<file path="src/rtl/systolic_output_packer_if.sv">
// Bus bundle for the systolic output packer.
// Upstream: element stream from the array (valid/yumi).
// Downstream: packed words toward writeback (valid/ready).
// Signal suffixes are named from the packer's point of view.
interface systolic_output_packer_if #(
   parameter int width_p = 8,
   parameter int pack_p  = 8
);
   localparam int cnt_w_lp = $clog2(pack_p + 1);

   logic                      valid_i;
   logic [width_p-1:0]        data_i;
   logic                      yumi_o;
   logic                      valid_o;
   logic                      ready_i;
   logic [pack_p*width_p-1:0] data_o;
   logic [cnt_w_lp-1:0]       count_o;
   logic                      last_o;

   modport slave (
      input  valid_i, data_i, ready_i,
      output yumi_o, valid_o, data_o, count_o, last_o
   );

   modport master (
      output valid_i, data_i, ready_i,
      input  yumi_o, valid_o, data_o, count_o, last_o
   );
endinterface

</file>
<file path="src/rtl/systolic_output_packer.sv">
// Packs pack_p serial result elements into one wide word and buffers the
// packed words in a small circular FIFO for the writeback side.
//
// state   | meaning
// --------+---------------------------------------------------------------
// ST_PACK | normal operation: accept elements, push full or flushed words
// ST_PEND | flush requested while FIFO full; inputs blocked until push
module systolic_output_packer #(
   parameter int width_p    = 8,
   parameter int pack_p     = 8,
   parameter int fifo_els_p = 4
) (
   input  logic                   clk_i,
   input  logic                   reset_i,
   input  logic                   en_i,
   input  logic                   flush_i,
   systolic_output_packer_if.slave bus,
   output logic                   busy_o,
   output logic                   idle_o
);
   localparam int lane_w_lp = $clog2(pack_p);
   localparam int cnt_w_lp  = $clog2(pack_p + 1);
   localparam int ptr_w_lp  = $clog2(fifo_els_p);
   localparam int used_w_lp = $clog2(fifo_els_p + 1);
   localparam int word_w_lp = pack_p * width_p;

   typedef enum logic {
      ST_PACK = 1'b0,
      ST_PEND = 1'b1
   } state_e;

   state_e                 state_q, state_d;
   logic [lane_w_lp-1:0]   lane_q, lane_d;
   logic [word_w_lp-1:0]   pack_q, pack_d;
   logic [ptr_w_lp-1:0]    wr_ptr_q, wr_ptr_d;
   logic [ptr_w_lp-1:0]    rd_ptr_q, rd_ptr_d;
   logic [used_w_lp-1:0]   used_q, used_d;

   logic [word_w_lp-1:0]   mem_data_q [fifo_els_p];
   logic [cnt_w_lp-1:0]    mem_cnt_q  [fifo_els_p];
   logic                   mem_last_q [fifo_els_p];

   logic                   fifo_full, fifo_empty, last_lane;
   logic                   accept, push, pop;
   logic [word_w_lp-1:0]   fill_word;
   logic [cnt_w_lp-1:0]    push_cnt;
   logic                   push_last;

   function automatic logic [ptr_w_lp-1:0] ptr_inc(input logic [ptr_w_lp-1:0] p);
      return (p == ptr_w_lp'(fifo_els_p - 1)) ? '0 : p + ptr_w_lp'(1);
   endfunction

   assign fifo_full  = (used_q == used_w_lp'(fifo_els_p));
   assign fifo_empty = (used_q == '0);
   assign last_lane  = (lane_q == lane_w_lp'(pack_p - 1));

   // Reset is folded in so the array never sees a consume while we are held.
   assign accept = reset_i & en_i & bus.valid_i & (state_q == ST_PACK)
                 & (~last_lane | ~fifo_full);
   assign pop    = en_i & ~fifo_empty & bus.ready_i;

   assign bus.yumi_o = accept;

   // Packing register with the incoming element merged into the current lane.
   always_comb begin
      fill_word = pack_q;
      for (int k = 0; k < pack_p; k++) begin
         if (accept && (lane_q == lane_w_lp'(k))) begin
            fill_word[k*width_p +: width_p] = bus.data_i;
         end
      end
   end

   // Next state: lane bookkeeping, flush handling and push decision.
   always_comb begin
      state_d   = state_q;
      lane_d    = lane_q;
      pack_d    = pack_q;
      push      = 1'b0;
      push_cnt  = '0;
      push_last = 1'b0;
      if (en_i) begin
         unique case (state_q)
            ST_PACK: begin
               if (accept && last_lane) begin
                  // accept at the last lane is only allowed with FIFO room
                  push      = 1'b1;
                  push_cnt  = cnt_w_lp'(pack_p);
                  push_last = flush_i;
                  lane_d    = '0;
                  pack_d    = '0;
               end else if (accept) begin
                  if (flush_i && !fifo_full) begin
                     push      = 1'b1;
                     push_cnt  = cnt_w_lp'(lane_q) + cnt_w_lp'(1);
                     push_last = 1'b1;
                     lane_d    = '0;
                     pack_d    = '0;
                  end else begin
                     // element kept; a blocked flush waits with it included
                     lane_d = lane_q + lane_w_lp'(1);
                     pack_d = fill_word;
                     if (flush_i) begin
                        state_d = ST_PEND;
                     end
                  end
               end else if (flush_i && (lane_q != '0)) begin
                  if (!fifo_full) begin
                     push      = 1'b1;
                     push_cnt  = cnt_w_lp'(lane_q);
                     push_last = 1'b1;
                     lane_d    = '0;
                     pack_d    = '0;
                  end else begin
                     state_d = ST_PEND;
                  end
               end
            end
            ST_PEND: begin
               if (!fifo_full) begin
                  push      = 1'b1;
                  push_cnt  = cnt_w_lp'(lane_q);
                  push_last = 1'b1;
                  lane_d    = '0;
                  pack_d    = '0;
                  state_d   = ST_PACK;
               end
            end
         endcase
      end
   end

   // FIFO pointer and occupancy update.
   always_comb begin
      wr_ptr_d = push ? ptr_inc(wr_ptr_q) : wr_ptr_q;
      rd_ptr_d = pop  ? ptr_inc(rd_ptr_q) : rd_ptr_q;
      used_d   = used_q;
      case ({push, pop})
         2'b10:   used_d = used_q + used_w_lp'(1);
         2'b01:   used_d = used_q - used_w_lp'(1);
         default: used_d = used_q;
      endcase
   end

   // Control state registers with synchronous active-low reset.
   always_ff @(posedge clk_i) begin
      if (!reset_i) begin
         state_q  <= ST_PACK;
         lane_q   <= '0;
         pack_q   <= '0;
         wr_ptr_q <= '0;
         rd_ptr_q <= '0;
         used_q   <= '0;
      end else begin
         state_q  <= state_d;
         lane_q   <= lane_d;
         pack_q   <= pack_d;
         wr_ptr_q <= wr_ptr_d;
         rd_ptr_q <= rd_ptr_d;
         used_q   <= used_d;
      end
   end

   // FIFO storage; contents are don't-care until the pointers cover them.
   always_ff @(posedge clk_i) begin
      if (push) begin
         mem_data_q[wr_ptr_q] <= fill_word;
         mem_cnt_q[wr_ptr_q]  <= push_cnt;
         mem_last_q[wr_ptr_q] <= push_last;
      end
   end

   assign bus.valid_o = ~fifo_empty;
   assign bus.data_o  = fifo_empty ? '0   : mem_data_q[rd_ptr_q];
   assign bus.count_o = fifo_empty ? '0   : mem_cnt_q[rd_ptr_q];
   assign bus.last_o  = fifo_empty ? 1'b0 : mem_last_q[rd_ptr_q];

   assign busy_o = (lane_q != '0) | (state_q == ST_PEND) | ~fifo_empty;
   assign idle_o = ~busy_o;
endmodule

</file>
<file path="src/flat_wrapper.sv">
// flat-port wrapper written by rule: the top's interface ports become plain ports
module systolic_output_packer_flat 
#(
   parameter int width_p    = 8,
   parameter int pack_p     = 8,
   parameter int fifo_els_p = 4
)
  (clk_i, reset_i, en_i, flush_i, busy_o, idle_o, bus_valid_i, bus_data_i, bus_ready_i, bus_yumi_o, bus_valid_o, bus_data_o, bus_count_o, bus_last_o);
  systolic_output_packer_if #(.width_p(width_p), .pack_p(pack_p)) bus_i ();
  input  logic clk_i;
  input  logic reset_i;
  input  logic en_i;
  input  logic flush_i;
  output logic busy_o;
  output logic idle_o;
  input wire logic [$bits(bus_i.valid_i)-1:0] bus_valid_i;
  input wire logic [$bits(bus_i.data_i)-1:0] bus_data_i;
  input wire logic [$bits(bus_i.ready_i)-1:0] bus_ready_i;
  output wire logic [$bits(bus_i.yumi_o)-1:0] bus_yumi_o;
  output wire logic [$bits(bus_i.valid_o)-1:0] bus_valid_o;
  output wire logic [$bits(bus_i.data_o)-1:0] bus_data_o;
  output wire logic [$bits(bus_i.count_o)-1:0] bus_count_o;
  output wire logic [$bits(bus_i.last_o)-1:0] bus_last_o;
  assign bus_i.valid_i = bus_valid_i;
  assign bus_i.data_i = bus_data_i;
  assign bus_i.ready_i = bus_ready_i;
  assign bus_yumi_o = bus_i.yumi_o;
  assign bus_valid_o = bus_i.valid_o;
  assign bus_data_o = bus_i.data_o;
  assign bus_count_o = bus_i.count_o;
  assign bus_last_o = bus_i.last_o;
  systolic_output_packer #(.width_p(width_p), .pack_p(pack_p), .fifo_els_p(fifo_els_p)) u_core (.clk_i(clk_i), .reset_i(reset_i), .en_i(en_i), .flush_i(flush_i), .bus(bus_i), .busy_o(busy_o), .idle_o(idle_o));
endmodule
</file>
<file path="config.mk">
export PLATFORM = sky130hd
export DESIGN_NAME = systolic_output_packer_flat
export DESIGN_NICKNAME = d
export VERILOG_FILES = /design/src/rtl/systolic_output_packer_if.sv /design/src/rtl/systolic_output_packer.sv /design/src/flat_wrapper.sv
export SDC_FILE = /design/constraint.sdc
export NUM_CORES = 1
export LEC_CHECK = 0
export CORE_MARGIN = 2
export CORE_UTILIZATION = 50
export CTS_BUF_LIST = sky130_fd_sc_hd__clkbuf_16
export CTS_CLUSTER_SIZE = 30
export DETAILED_ROUTE_END_ITERATION = 6
export PLACE_DENSITY = 0.71
export SYNTH_ARGS = -nofsm -noshare
export SYNTH_HDL_FRONTEND = slang
export SYNTH_SLANG_ARGS = --single-unit
</file>
<file path="constraint.sdc">
create_clock -name clk_i -period 4.5 [get_ports clk_i]
set_input_delay 0.9 -clock clk_i [delete_from_list [all_inputs] [get_ports clk_i]]
set_output_delay 0.9 -clock clk_i [all_outputs]
set_load 0.02 [all_outputs]
</file>
After elaboration in Yosys (flattened, before gate mapping)
Memory sizes are Yosys's and may differ from the RTL's. A register that Yosys moved wholly into a read port is not among the register bits. Index checks and enable logic that the tools add are counted.

Register bits: 75. Memory bits (writable): 276. Input bits: 14. Output and inout bits: 73. Logic and storage cells: 116. Memories kept: 3.

$add $sub $neg: 6. Equality and inequality tests: 13. Muxes and demuxes: 58. Bitwise gates (word level): 14. Reduce and logical (&&, ||, !) cells: 16.

Memory list: u_core.mem_data_q (depth 4, width 64, rd ports 1, clocked after Yosys merged registers in 1, wr ports 1, line systolic_output_packer.sv:39) `logic [word_w_lp-1:0] mem_data_q [fifo_els_p];`; u_core.mem_cnt_q (depth 4, width 4, rd ports 1, clocked after Yosys merged registers in 1, wr ports 1, line systolic_output_packer.sv:40) `logic [cnt_w_lp-1:0] mem_cnt_q [fifo_els_p];`; u_core.mem_last_q (depth 4, width 1, rd ports 1, clocked after Yosys merged registers in 1, wr ports 1, line systolic_output_packer.sv:41) `logic mem_last_q [fifo_els_p];`.

Operator list (count): 64-bit 2-to-1 mux (6); 64-bit case mux with 2 select lines (1); 8-bit 2-to-1 mux (8); 4-bit 2-to-1 mux (6); 3-bit 2-to-1 mux (6); 1-bit 2-to-1 mux (17); 2-bit 2-to-1 mux (8); 3-bit == test, second input constant (5); 3-bit case mux with 2 select lines (2); 1-bit logical AND (10); 4-bit case mux with 2 select lines (1); 3-bit by 1-bit adder with 3-bit output, second input constant (2); 1-bit AND (6); 2-bit == test, second input constant (3); 3-bit by 2-bit == test with 1-bit output, second input constant (2); 3-bit zero test (2); 1-bit case mux with 2 select lines (3); 1-bit NOT (5); 2-bit by 1-bit adder with 2-bit output, second input constant (2); 3-bit by 1-bit adder with 4-bit output, second input constant (1); 4-bit by 3-bit != test with 1-bit output, second input constant (1); 3-bit by 1-bit == test with 1-bit output, second input constant (1); 1-bit bitwise OR (3); 3-bit nonzero test (1); other kinds (5) (5).

Logic depth before layout (Yosys ltp)
Gate-level depths: netlist of the first run.

Depth in word-level cells: 10. Depth in mapped cells: 12. Mapped depth without buffers: 12.

Worst setup path before layout of the first run
No wires, ideal clock.

Kind: input port to flip-flop. Start: input en_i. End: memory u_core.mem_cnt_q[3][0] (netlist name) (enable). Library setup time: 435 ps. Data arrival time: 3475 ps. Data required time: 4065 ps. Slack: 591 ps. Stages on the path: 6. Path buffers: 2. Cells stage by stage: buf_4 -> and4b_1 -> buf_2 -> a21boi_0 -> nor2_1 -> and2_1.

Longest elaborated chain between the ends: 10. Elaborated cells between the ends (all ways): 11. Classes of those cells: mux (6); bitwise (4); reduce/logical (1).

RTL lines: start, declared (line flat_wrapper.sv:12) `input logic en_i;`; 1-bit AND (3 in a row) (line systolic_output_packer.sv:58) `assign accept = reset_i & en_i & bus.valid_i & (state_q == ST_PACK)`; 1-bit AND (line systolic_output_packer.sv:59) `& (~last_lane | ~fifo_full);`; 1-bit 2-to-1 mux or 1-bit logical AND (tied branches) (line systolic_output_packer.sv:92, systolic_output_packer.sv:85); 1-bit 2-to-1 mux (line systolic_output_packer.sv:85) `if (accept && last_lane) begin`; 1-bit case mux with 2 select lines (line systolic_output_packer.sv:83) `unique case (state_q)`; 1-bit 2-to-1 mux (*) (line systolic_output_packer.sv:82) `if (en_i) begin`; 1-bit 2-to-1 mux (*) (line systolic_output_packer.sv:166) `if (push) begin`; 1-bit 2-to-1 mux (implied by the code) (*) (line systolic_output_packer.sv:168) `mem_cnt_q[wr_ptr_q] <= push_cnt;`; end, declared (line systolic_output_packer.sv:40).

Mark *: on every way between the ends. The rest lies on a longest branch, timed or not.

Final worst setup path of the first run
Start: register u_core.used_q[0]. End: output idle_o.

Longest elaborated chain between the ends: 4.

RTL lines: start, declared (line systolic_output_packer.sv:37) `logic [used_w_lp-1:0] used_q, used_d;`; start signal, assigned (line systolic_output_packer.sv:160) `used_q <= used_d;`; 3-bit zero test (line systolic_output_packer.sv:54) `assign fifo_empty = (used_q == '0);`; 1-bit NOT (line systolic_output_packer.sv:178) `assign busy_o = (lane_q != '0) | (state_q == ST_PEND) | ~fifo_empty;`; 1-bit bitwise OR (line systolic_output_packer.sv:178); 1-bit NOT (line systolic_output_packer.sv:179) `assign idle_o = ~busy_o;`; end, declared (line flat_wrapper.sv:15) `output logic idle_o;`.

No other way between the ends.

==> key figures, run 1 <==
Yosys
  • Cell accounting for the most synthesized area: edfxtp_1
  • Complex-gate fraction of the synthesized area: 0.06446
  • #FFs+latches synth: 353
  • Area share of fa/ha/maj cells after synthesis: 0.01177
  • Commonest cells in the netlist: edfxtp_1, and2_1, dfxtp_1, mux4_2, mux2_2
  • Synthesized instance count: 805
  • Post-synthesis mux area share: 0.1580
  • Post-synthesis sequential area ratio: 0.6797
  • Ys async rst share: 0
  • Net Count, Synth: 832
  • Top_reg_cell synth: edfxtp_1
  • Yosys warnings: 0
  • Post-synthesis cell type count: 52
  • EDFF count, synth: 276
  • Count leader, synth: edfxtp_1
  • Post-Synth Simple-Gate Area: 0.06541
  • Mapped Avg Cell Area: 17.96 µm²
  • Top post-synthesis cells by area: edfxtp_1, mux4_2, dfxtp_1, mux2_2, a32o_1
  • Share of the synthesized area in the top cell type: 0.5731
  • Netlist Area Pre-Place: 14,460 µm²
  • XOR/XNOR share of the synthesized area: 0.001211
  • Main combinational cell family by area after synthesis: multiplexers

Run
  • Max-cap violation count: 0

Placement
  • GPL Wtd Cong: 0.7833
  • Count of input and output buffers: 86
  • DP HPWL: 18,000 µm
  • Dpl cells: 1,242
  • Dpl cell area: 15,780 µm²

GRT
  • Number of global-route vias before repair: 7,841
  • Largest net degree at the start of global routing: 62
  • GRT Util Overall: 0.1973
  • GRT overflow: 0
  • First-pass GRT wire length: 45,600 µm
  • Antenna violations before repair: 1

STA
  • Period utilisation layout: 0.8420
  • Final hold vios: 0
  • Max Freq: 263.9 MHz
  • Post-route minimum period: 3789 ps
  • Setup violations, final: 0
  • Final setup TNS: 0 ps
  • Slew margin rel.: 0.3637
  • Slew @ Worst Pin: 949.3 ps
  • Fin Clk Skew: 16.64 ps
  • RSZ-0062 raised after global routing: false
  • Count of pins over their slew limit: 0

Critical path
  • Critical path type: reg -> out
  • Type of destination of the critical path: output pin
  • Crit-path slowest cell: or3_2
  • Slowest cell delay on critical path: 800 ps
  • Worst path cell trace: or3_2, or3_1, inv_1, clkdlybuf4s50_1
  • Largest fanout on the critical path: 38
  • CP required: 3600 ps
  • Critical path arrival: 2890 ps
  • Critical Path Source Type: flip-flop

Layout
  • Sequential cell area: 9834 µm²
  • Fin cells: 1,307
  • Multi-input combinational cell area: 4357 µm²
  • Layout cells sized above 1: 0.2503
  • N_diodes: 0
  • Final Util: 0.5894
  • P&R area growth vs syn: 16.67%
  • Fillers: 2,126
  • # nets final: 923
  • Finished Cell Area: 16,870 µm²

Floorplanning
  • Die area: 30,300 µm²
  • Ports: 87
  • Placeable Area: 28,630 µm²
  • Die X: 174.1 µm
  • # rows: 62
  • Initial Util: 0.5052
  • Die height: 174.1 µm

Detailed routing
  • Drt pass-1 iters: 5
  • DRC violation count after routing: 0
  • Vias: 7,645
  • Routed Antenna Nets: 0
  • WL per Instance: 22.65 µm
  • Drt initial violations: 761
  • Routed vias/inst: 5.849
  • Routed WL: 29,600 µm

CTS
  • Hold buffer count at cts: 0
  • TritonCTS Buffers: 36
  • Clk slew on worst S/H paths: 70 ps
  • Worst-case clock buffer depth: 3
  • CTS Sinks: 353
  • CTS Root Cell: clkbuf_16
  • TritonCTS clock tree: yes
  • Post-CTS Repair Setup Buffers: 0
  • H-Tree Depth: 2
  • Worst-Skew Late Latency: 520 ps
  • Post-CTS Resized: 0

Status
  • Outcome: complete, no violations

Power and ir drop
  • Max VDD drop: 0.0002368 V
  • PwrDens: 388.7 nW/µm²
  • Leak: 0.005532 µW

Worst hold path
  • Hold WC Path Type: reg -> reg
-- cell families after synthesis --
| family | Yosys count |
|---|---|
| simple gates | 145 |
| xor+xnor | 2 |
| buf+inv | 67 |
| flops | 353 |
| compound gates | 91 |
| fa+ha+maj | 13 |
| mux | 134 |
-- final cells by class --
type | count | area share
clock buffer | 37 | 0.05488
clock inverter | 28 | 0.009640
inverter | 13 | 0.002892
multi-input combinational | 385 | 0.2582
sequential | 353 | 0.5829
tap | 384 | 0.02848
timing repair buffer | 107 | 0.06303
-- worst max-delay path: cells and delay by family (launching register included) --
| kind | cells | cell delay (ps) |
|---|---|---|
| flip-flops | 1 | 370 |
| AND/OR/NAND/NOR | 2 | 1320 |
| buffers and inverters | 2 | 670 |
-- final timing paths --
check                           slack [ps]  cells past startpoint           endpoint              start
worst max-delay path                   710                      4             idle_o   u_core.used_q[0]
worst min-delay path                   480                      1  u_core.pack_q[63]  u_core.pack_q[63]
worst max register to register        1350                     12   u_core.used_q[2]   u_core.lane_q[0]
worst min register to register         480                      1  u_core.pack_q[63]  u_core.pack_q[63]
-- registers in the layout (all words and copies together), names as in the netlist, named ones only --
name               flops
u_core.used_q          3
u_core.lane_q          3
u_core.mem_data_q    256
u_core.mem_cnt_q      16
u_core.pack_q         64
u_core.mem_last_q      4
u_core.state_q         1
u_core.wr_ptr_q        2
u_core.rd_ptr_q        2
-- per-layer routing --
layer  vias up  track usage  part of all wire
met3        50      0.04396             0.065
met4         0      0.05182             0.020
met5         -            0                 0
met2       238       0.3194              0.48
li1       3419            -                 -
met1      3938       0.2734              0.43
-- power breakdown --
| group | switching [µW] | total [µW] | internal, µW |
|---|---|---|---|
| sequential | 8.74 | 3500 | 3490 |
| combinational | 181 | 308 | 126 |
| clock | 1190 | 2750 | 1560 |
| total | 1380 | 6560 | 5180 |
-- through the flow --
stage	setup WS, ps	power [µW]	hold WS [ps]
final	711.2	6559	477.9
after CTS	671.1	6613	479.7
after floorplan	590.9	3749	446.7
after detailed placement	607.0	3881	460.9
after global routing	546.2	6760	487.3
after global placement	658.8	3878	459.9
-- cells in the final DEF (no fill, tap or decap), types with 2 or more instances in the layout --
cell type        netlist  layout
a21oi_1                8       8
a31oi_1                3       3
a32o_1                56      56
and2_1                85      81
and2_2                 0       4
and3_1                 9       9
and4_1                 2       2
buf_12                 0       4
buf_4                  1      17
clkbuf_16              0      37
clkdlybuf4s50_1        0      85
clkinv_1               0       9
clkinv_2               0       8
dfxtp_1               77      75
edfxtp_1             276     276
ha_1                  12      12
inv_1                 12      18
inv_6                  0       2
mux2_2                64      64
mux4_2                69      69
nand2_1                9       9
nand2b_1               2       2
nand3_1                3       3
nor2_1                 6       6
nor2_2                 2       2
nor3_1                 3       3
nor3_2                 3       3
nor3_4                 3       3
nor3b_1                3       3
nor4_1                 3       3
o2111ai_4              6       6
o21a_1                 6       6
o21ai_0                2       2
or3_1                  4       3
xor2_1                 2       2
Power figures use the tool's default switching activity.
==> run 2, diff against run 1 <==
PLACE_DENSITY = 0.74   (was 0.71)
clock period = 3.06 ns   (was 4.5 ns; I/O delays follow)
==> run 2 against run 1 <==
Against the previous run: the flow now finishes with violations (negative setup slack); via count is 1.6% higher; largest power group unchanged; final area is 1.9% higher; worst hold slack worse by 1.5 ps; core utilization is 1.1 points higher; sequential share of layout area is 1.1 points lower; combinational power is 52% higher.
==> key figures, run 2 (synthesis results as in run 1) <==
Status
  • Outcome: finished, violations left
  • Failing checks: negative setup slack

Critical path
  • Largest fanout on the critical path: 24 (-37%)
  • Reg-to-reg startpoint: u_core.lane_q[0]
  • R2r setup slk: 310 ps (-1040 ps)
  • Critical path type: reg -> out
  • Worst R2R Path Depth: 12 (unchanged)
  • Critical Path Source Type: flip-flop
  • R2R Path End: u_core.used_q[2]
  • Critical path arrival: 2470 ps (-420 ps)
  • Type of destination of the critical path: output pin
  • CP required: 2450 ps (-1150 ps)

GRT
  • First-pass GRT wire length: 46,240 µm (+1.4%)
  • GRT Util Overall: 0.1984 (+0.001120)
  • Antenna violations before repair: 0 (-1)
  • Number of global-route vias before repair: 7,936 (+1.2%)
  • Largest net degree at the start of global routing: 70 (+13%)
  • GRT overflow: 0 (unchanged)

Detailed routing
  • Routed Antenna Nets: 0 (unchanged)
  • Vias: 7,765 (+1.6%)
  • Drt pass-1 iters: 5 (unchanged)
  • Routed WL: 29,700 µm (+0.33%)
  • WL per Instance: 22.40 µm (-1.1%)
  • DRC violation count after routing: 0 (unchanged)
  • Routed vias/inst: 5.856 (+0.11%)
  • Drt initial violations: 678 (-11%)

Layout
  • Finished Cell Area: 17,200 µm² (+1.9%)
  • Most flops, register: u_core.mem_data_q
  • Max reg flops: 256 (unchanged)
  • Most frequent cells in the layout: edfxtp_1, and2_1, clkdlybuf4s50_1
  • P&R area growth vs syn: 18.93%
  • Layout cells sized above 1: 0.2686 (+0.01831)
  • Fin cells: 1,326 (+1.5%)
  • N_diodes: 0 (unchanged)
  • Most common cell after layout, fill and taps aside: edfxtp_1
  • Biggest regs: u_core.mem_data_q: 256 flops, u_core.pack_q: 64 flops, u_core.mem_cnt_q: 16 flops
  • # nets final: 942 (+2.1%)

Run
  • Max-cap violation count: 0 (unchanged)

CTS
  • Clk slew on worst S/H paths: 60 ps (about the same)
  • TritonCTS Buffers: 35 (-2.8%)
  • H-Tree Depth: 2 (unchanged)
  • CTS Root Cell: clkbuf_16
  • CTS Sinks: 353 (unchanged)
  • TritonCTS clock tree: yes
  • Worst-Skew Late Latency: 520 ps (about the same)
  • Post-CTS Repair Setup Buffers: 0 (unchanged)
  • Worst-case clock buffer depth: 3 (unchanged)

STA
  • Post-route minimum period: 3083 ps
  • RSZ-0062 raised after global routing: true
  • Final setup margin: -22.56 ps (-733.7 ps)
  • Slew margin rel.: 0.4301 (+0.06642)
  • Fin Clk Skew: 17.11 ps (+0.4753 ps)
  • Count of pins over their slew limit: 0 (unchanged)
  • Period utilisation layout: 1.007
  • Final hold vios: 0 (unchanged)
  • Final setup TNS: -54.36 ps (-54.36 ps)
  • Max Freq: 324.4 MHz
  • Slew @ Worst Pin: 852.1 ps (-97.12 ps)
  • Setup violations, final: 6 (+6)

Placement
  • Dpl cells: 1,262 (+1.6%)
  • DP HPWL: 17,630 µm (-2.1%)
  • Count of input and output buffers: 86 (unchanged)
  • Dpl cell area: 16,030 µm² (+1.6%)
  • GPL Wtd Cong: 0.8453 (+7.9%)

Power and ir drop
  • Total power: 9773 µW (+49%)
  • P_sw: 2008 µW (+45%)
  • Comb power frac: 0.048 (about the same)
  • PwrDens: 568.2 nW/µm² (+46%)
  • Leak: 0.005795 µW (+4.8%)
  • Clock network power share: 0.425 (+0.006)
  • Max VDD drop: 0.0003998 V (+69%)
  • Switch share: 0.2055 (-0.005345)
  • P_int: 7764 µW (+50%)
  • Seq pwr share: 0.527 (-0.007)

Floorplanning
  • Die height: 174.1 µm (unchanged)
  • Initial Util: 0.5052 (unchanged)
  • Placeable Area: 28,630 µm² (unchanged)
  • Die area: 30,300 µm² (unchanged)
  • Die X: 174.1 µm (unchanged)
  • Ports: 87 (unchanged)
  • # rows: 62 (unchanged)

Worst hold path
  • Hold EP: u_core.pack_q[56]
  • WHS Path Cells: 1 (unchanged)
  • Hold WC Path Type: reg -> reg
  • Startpoint of the worst hold path: u_core.pack_q[56]
run 2: final cells by class:
class,count,area (µm²)
fill,2044,11430
sequential,353,9834
multi-input combinational,385,4378
timing repair buffer,127,1341
clock buffer,35,875.8
tap,384,480.5
clock inverter,29,240.2
inverter,13,48.80
run 2: what timing repair did:
item / in CTS / in global routing
endpoints found under the setup margin: 56 / 71
gates resized for setup: 6 / 8
cloned: 0 / 0
hold buffers: 0 / 0
run 2: worst max-delay path by stage:
stage | from | endpoint
after floorplan | en_i | u_core.used_q[2]
after global placement | en_i | u_core.used_q[2]
after detailed placement | en_i | u_core.used_q[2]
after CTS | flip-flop | bus_data_o[54]
after global routing | flip-flop | bus_data_o[16]
final | flip-flop | bus_count_o[3]
run 2: worst max-delay path: stages, from the launching register on:
cell             delay [ps]
dfxtp_4                 400
buf_12                  230
mux4_2                  590
and2_1                  190
clkdlybuf4s50_1         530
run 2: per-stage QoR:
step / setup slack, ps / util / hold slack [ps]
after global routing: -96.45 / 0.6008 / 486.2
after floorplan: 31.33 / - / 446.7
after detailed placement: 7.088 / 0.5601 / 463.7
final: -22.56 / 0.6008 / 476.4
after global placement: 89.53 / 0.5601 / 460.6
after CTS: -56.85 / 0.5997 / 479.1
run 2: power groups by stage:
stage | Sequential, µW | Combinational (µW) | Clock [µW]
4_1_cts | 5150 | 476 | 4230
6_report | 5150 | 469 | 4150
5_1_grt | 5150 | 502 | 4400
3_5_place_dp | 5250 | 472 | 0
2_1_floorplan | 5250 | 264 | 0
3_3_place_gp | 5250 | 468 | 0
run 2: routing by layer:
layer  global-route usage  up-vias  part of all wire  wire length, µm
met5                    0        -                 0                0
met4              0.04867        0             0.016              480
met3              0.02909       38             0.055             1641
met2               0.3179      246              0.48            14200
met1               0.2899     4016              0.45            13370
li1                     -     3465                 -                -
==> run 3, diff against run 2 <==
clock period = 2.5 ns   (was 3.06 ns; I/O delays follow)
==> run 3 against run 2 <==
Against the previous run: the run still ends with negative setup slack left; final area grew 5.1%; worst hold slack gained 6.2 ps; clock power grew 32%; cell count grew 5.7%; flip-flop and latch count is the same; sequential power grew 22%; global-route usage grew 1.0 points; core utilization grew 3.0 points; die area is the same; largest power group unchanged; highest routed layer unchanged.
==> key figures, run 3 (synthesis results as in run 1) <==
Status
  • Outcome: finished, violations left
  • Failing checks: negative setup slack

Critical path
  • Most used cell, CP: buf_12
  • Slowest cell delay on critical path: 500 ps (-90 ps)
  • Reg-to-reg startpoint: u_core.used_q[0]
  • Largest fanout on the critical path: 8 (-67%)
  • CP Buf/Inv Count: 4 (+2)
  • CP top delay family: buffers and inverters
  • Critical Path Source Type: flip-flop
  • R2r setup slk: 150 ps (-160 ps)
  • Worst R2R Path Depth: 11 (-1)
  • CP required: 2000 ps (-450 ps)
  • Crit-path slowest cell: mux4_2
  • Critical path arrival: 2090 ps (-380 ps)
  • Critical path type: reg -> out
  • Worst path cell trace: buf_12, buf_12, buf_12, mux4_2, and2_4, buf_6
  • R2R Path End: u_core.used_q[2]
  • Type of destination of the critical path: output pin

Placement
  • GPL Wtd Cong: 0.8663 (+2.5%)
  • DP HPWL: 19,340 µm (+9.7%)
  • Count of input and output buffers: 86 (unchanged)
  • Place WS: -388.5 ps (-395.5 ps)

Power and ir drop
  • Switch share: 0.2026 (-0.002913)
  • Max VDD drop: 0.0006128 V (+53%)
  • P_int: 9928 µW (+28%)
  • Seq pwr share: 0.506 (-0.021)
  • Total power: 12,450 µW (+27%)
  • Comb power frac: 0.053 (+0.005)
  • P_sw: 2522 µW (+26%)
  • Clock network power share: 0.440 (+0.015)
  • PwrDens: 689.1 nW/µm² (+21%)
  • Leak: 0.006377 µW (+10%)

Floorplanning
  • Initial Util: 0.5052 (unchanged)
  • # rows: 62 (unchanged)
  • Die height: 174.1 µm (unchanged)
  • Die X: 174.1 µm (unchanged)
  • Ports: 87 (unchanged)
  • Placeable Area: 28,630 µm² (unchanged)
  • Die area: 30,300 µm² (unchanged)

Worst hold path
  • Startpoint of the worst hold path: u_core.pack_q[60]
  • Hold WC Path Type: reg -> reg
  • Hold EP: u_core.pack_q[60]
  • WHS Path Cells: 1 (unchanged)

Detailed routing
  • Vias: 8,140 (+4.8%)
  • Routed Antenna Nets: 0 (unchanged)
  • Routed WL: 31,290 µm (+5.4%)
  • Drt initial violations: 807 (+19%)
  • DRC violation count after routing: 0 (unchanged)
  • WL per Instance: 22.33 µm (-0.27%)
  • Routed vias/inst: 5.810 (-0.78%)
  • Drt pass-1 iters: 7 (+2)

GRT
  • Gr busiest metal: met2
  • Met2 Usage GRT: 0.3503 (+0.03237)
  • Number of global-route vias before repair: 8,338 (+5.1%)
  • M3 GR Usage: 0.02756 (-0.001531)
  • Met1 usage: 0.2930 (+0.003070)
  • GRT overflow: 0 (unchanged)
  • First-pass GRT wire length: 48,520 µm (+4.9%)
  • Largest net degree at the start of global routing: 72 (+2.9%)
  • Antenna violations before repair: 0 (unchanged)
  • GRT Util Overall: 0.2087 (+0.01022)

STA
  • Max Freq: 385.4 MHz
  • Fin Clk Skew: 14.60 ps (-2.510 ps)
  • Period utilisation layout: 1.038
  • RSZ-0062 raised after global routing: true
  • Count of pins over their slew limit: 0 (unchanged)
  • Post-route minimum period: 2595 ps
  • Slew margin rel.: 0.5246 (+0.09448)
  • Final setup margin: -94.72 ps (-72.16 ps)
  • Final hold vios: 0 (unchanged)
  • Setup violations, final: 45 (+39)
  • Slew @ Worst Pin: 710.9 ps (-141.3 ps)
  • Hold slack: 482.6 ps (+6.158 ps)

CTS
  • CTS Root Cell: clkbuf_16
  • Worst-case clock buffer depth: 3 (unchanged)
  • Clk slew on worst S/H paths: 60 ps (about the same)
  • TritonCTS Buffers: 37 (+5.7%)
  • CTS Sinks: 353 (unchanged)
  • H-Tree Depth: 2 (unchanged)
  • TritonCTS clock tree: yes
  • Worst-Skew Late Latency: 520 ps (about the same)

Layout
  • Biggest regs: u_core.mem_data_q: 256 flops, u_core.pack_q: 64 flops, u_core.mem_cnt_q: 16 flops
  • Layout cells sized above 1: 0.4415 (+0.1729)
  • # nets final: 1,015 (+7.7%)
  • Most frequent cells in the layout: edfxtp_1, buf_4, dfxtp_1
  • Fillers: 1,975 (-3.4%)
  • Most common cell after layout, fill and taps aside: edfxtp_1
  • Most flops, register: u_core.mem_data_q
  • Max reg flops: 256 (unchanged)
  • P&R area growth vs syn: 24.94%
  • N_diodes: 0 (unchanged)

Run
  • Max-cap violation count: 0 (unchanged)
-- run 3: worst max-delay path by stage --
stage	depth (start not counted)	end	start	slack (ps)
6_report	6	bus_data_o[15]	flip-flop	-90
5_1_grt	6	bus_data_o[8]	flip-flop	-140
4_1_cts	6	bus_last_o	flip-flop	-150
3_5_place_dp	11	u_core.used_q[2]	en_i	-390
3_3_place_gp	11	u_core.used_q[2]	en_i	-370
2_1_floorplan	6	u_core.mem_cnt_q[0][0]	en_i	-80
-- run 3: power by group through the flow --
stage                     sequential [µW]  clock, µW  combinational (µW)
after floorplan                      6420          0                 332
after global placement               6420          0                 622
after detailed placement             6430          0                 630
after CTS                            6300       5570                 649
after global routing                 6300       5810                 705
final                                6300       5480                 665
-- run 3: layout make-up --
cell class                      count  area (µm²)  area share
Sequential cell                   353        9837      0.5444
Multi-Input combinational cell    385        4531      0.2507
Timing Repair Buffer              198        1936      0.1071
Clock buffer                       39       975.9     0.05401
Tap cell                          384       480.5     0.02659
Clock inverter                     29       260.3     0.01440
Inverter                           13       48.80    0.002701
-- run 3: what timing repair did --
action	4_1_cts	5_1_grt
gates resized for setup	377	57
pin swaps	2	0
setup endpoints to repair	74	73
hold buffers	0	0
gates cloned	3	0
buffers inserted	12	4
-- run 3: layer usage --
metal | routed length, µm | up-vias
met5 | 0 | -
met4 | 487 | 0
met3 | 1792 | 35
met2 | 15510 | 282
met1 | 13500 | 4221
li1 | - | 3602
-- run 3: stage by stage --
stage / TNS [ps] / util / area [µm²] / instances
floorplan: -22840 / - / 14530 / 805
global placement: -116370 / 0.5805 / 16620 / 1321
detailed placement: -122860 / 0.5805 / 16620 / 1321
CTS: -4410 / 0.6289 / 18000 / 1404
global route: -5028 / 0.6312 / 18070 / 1401
finish: -1478 / 0.6312 / 18070 / 1401
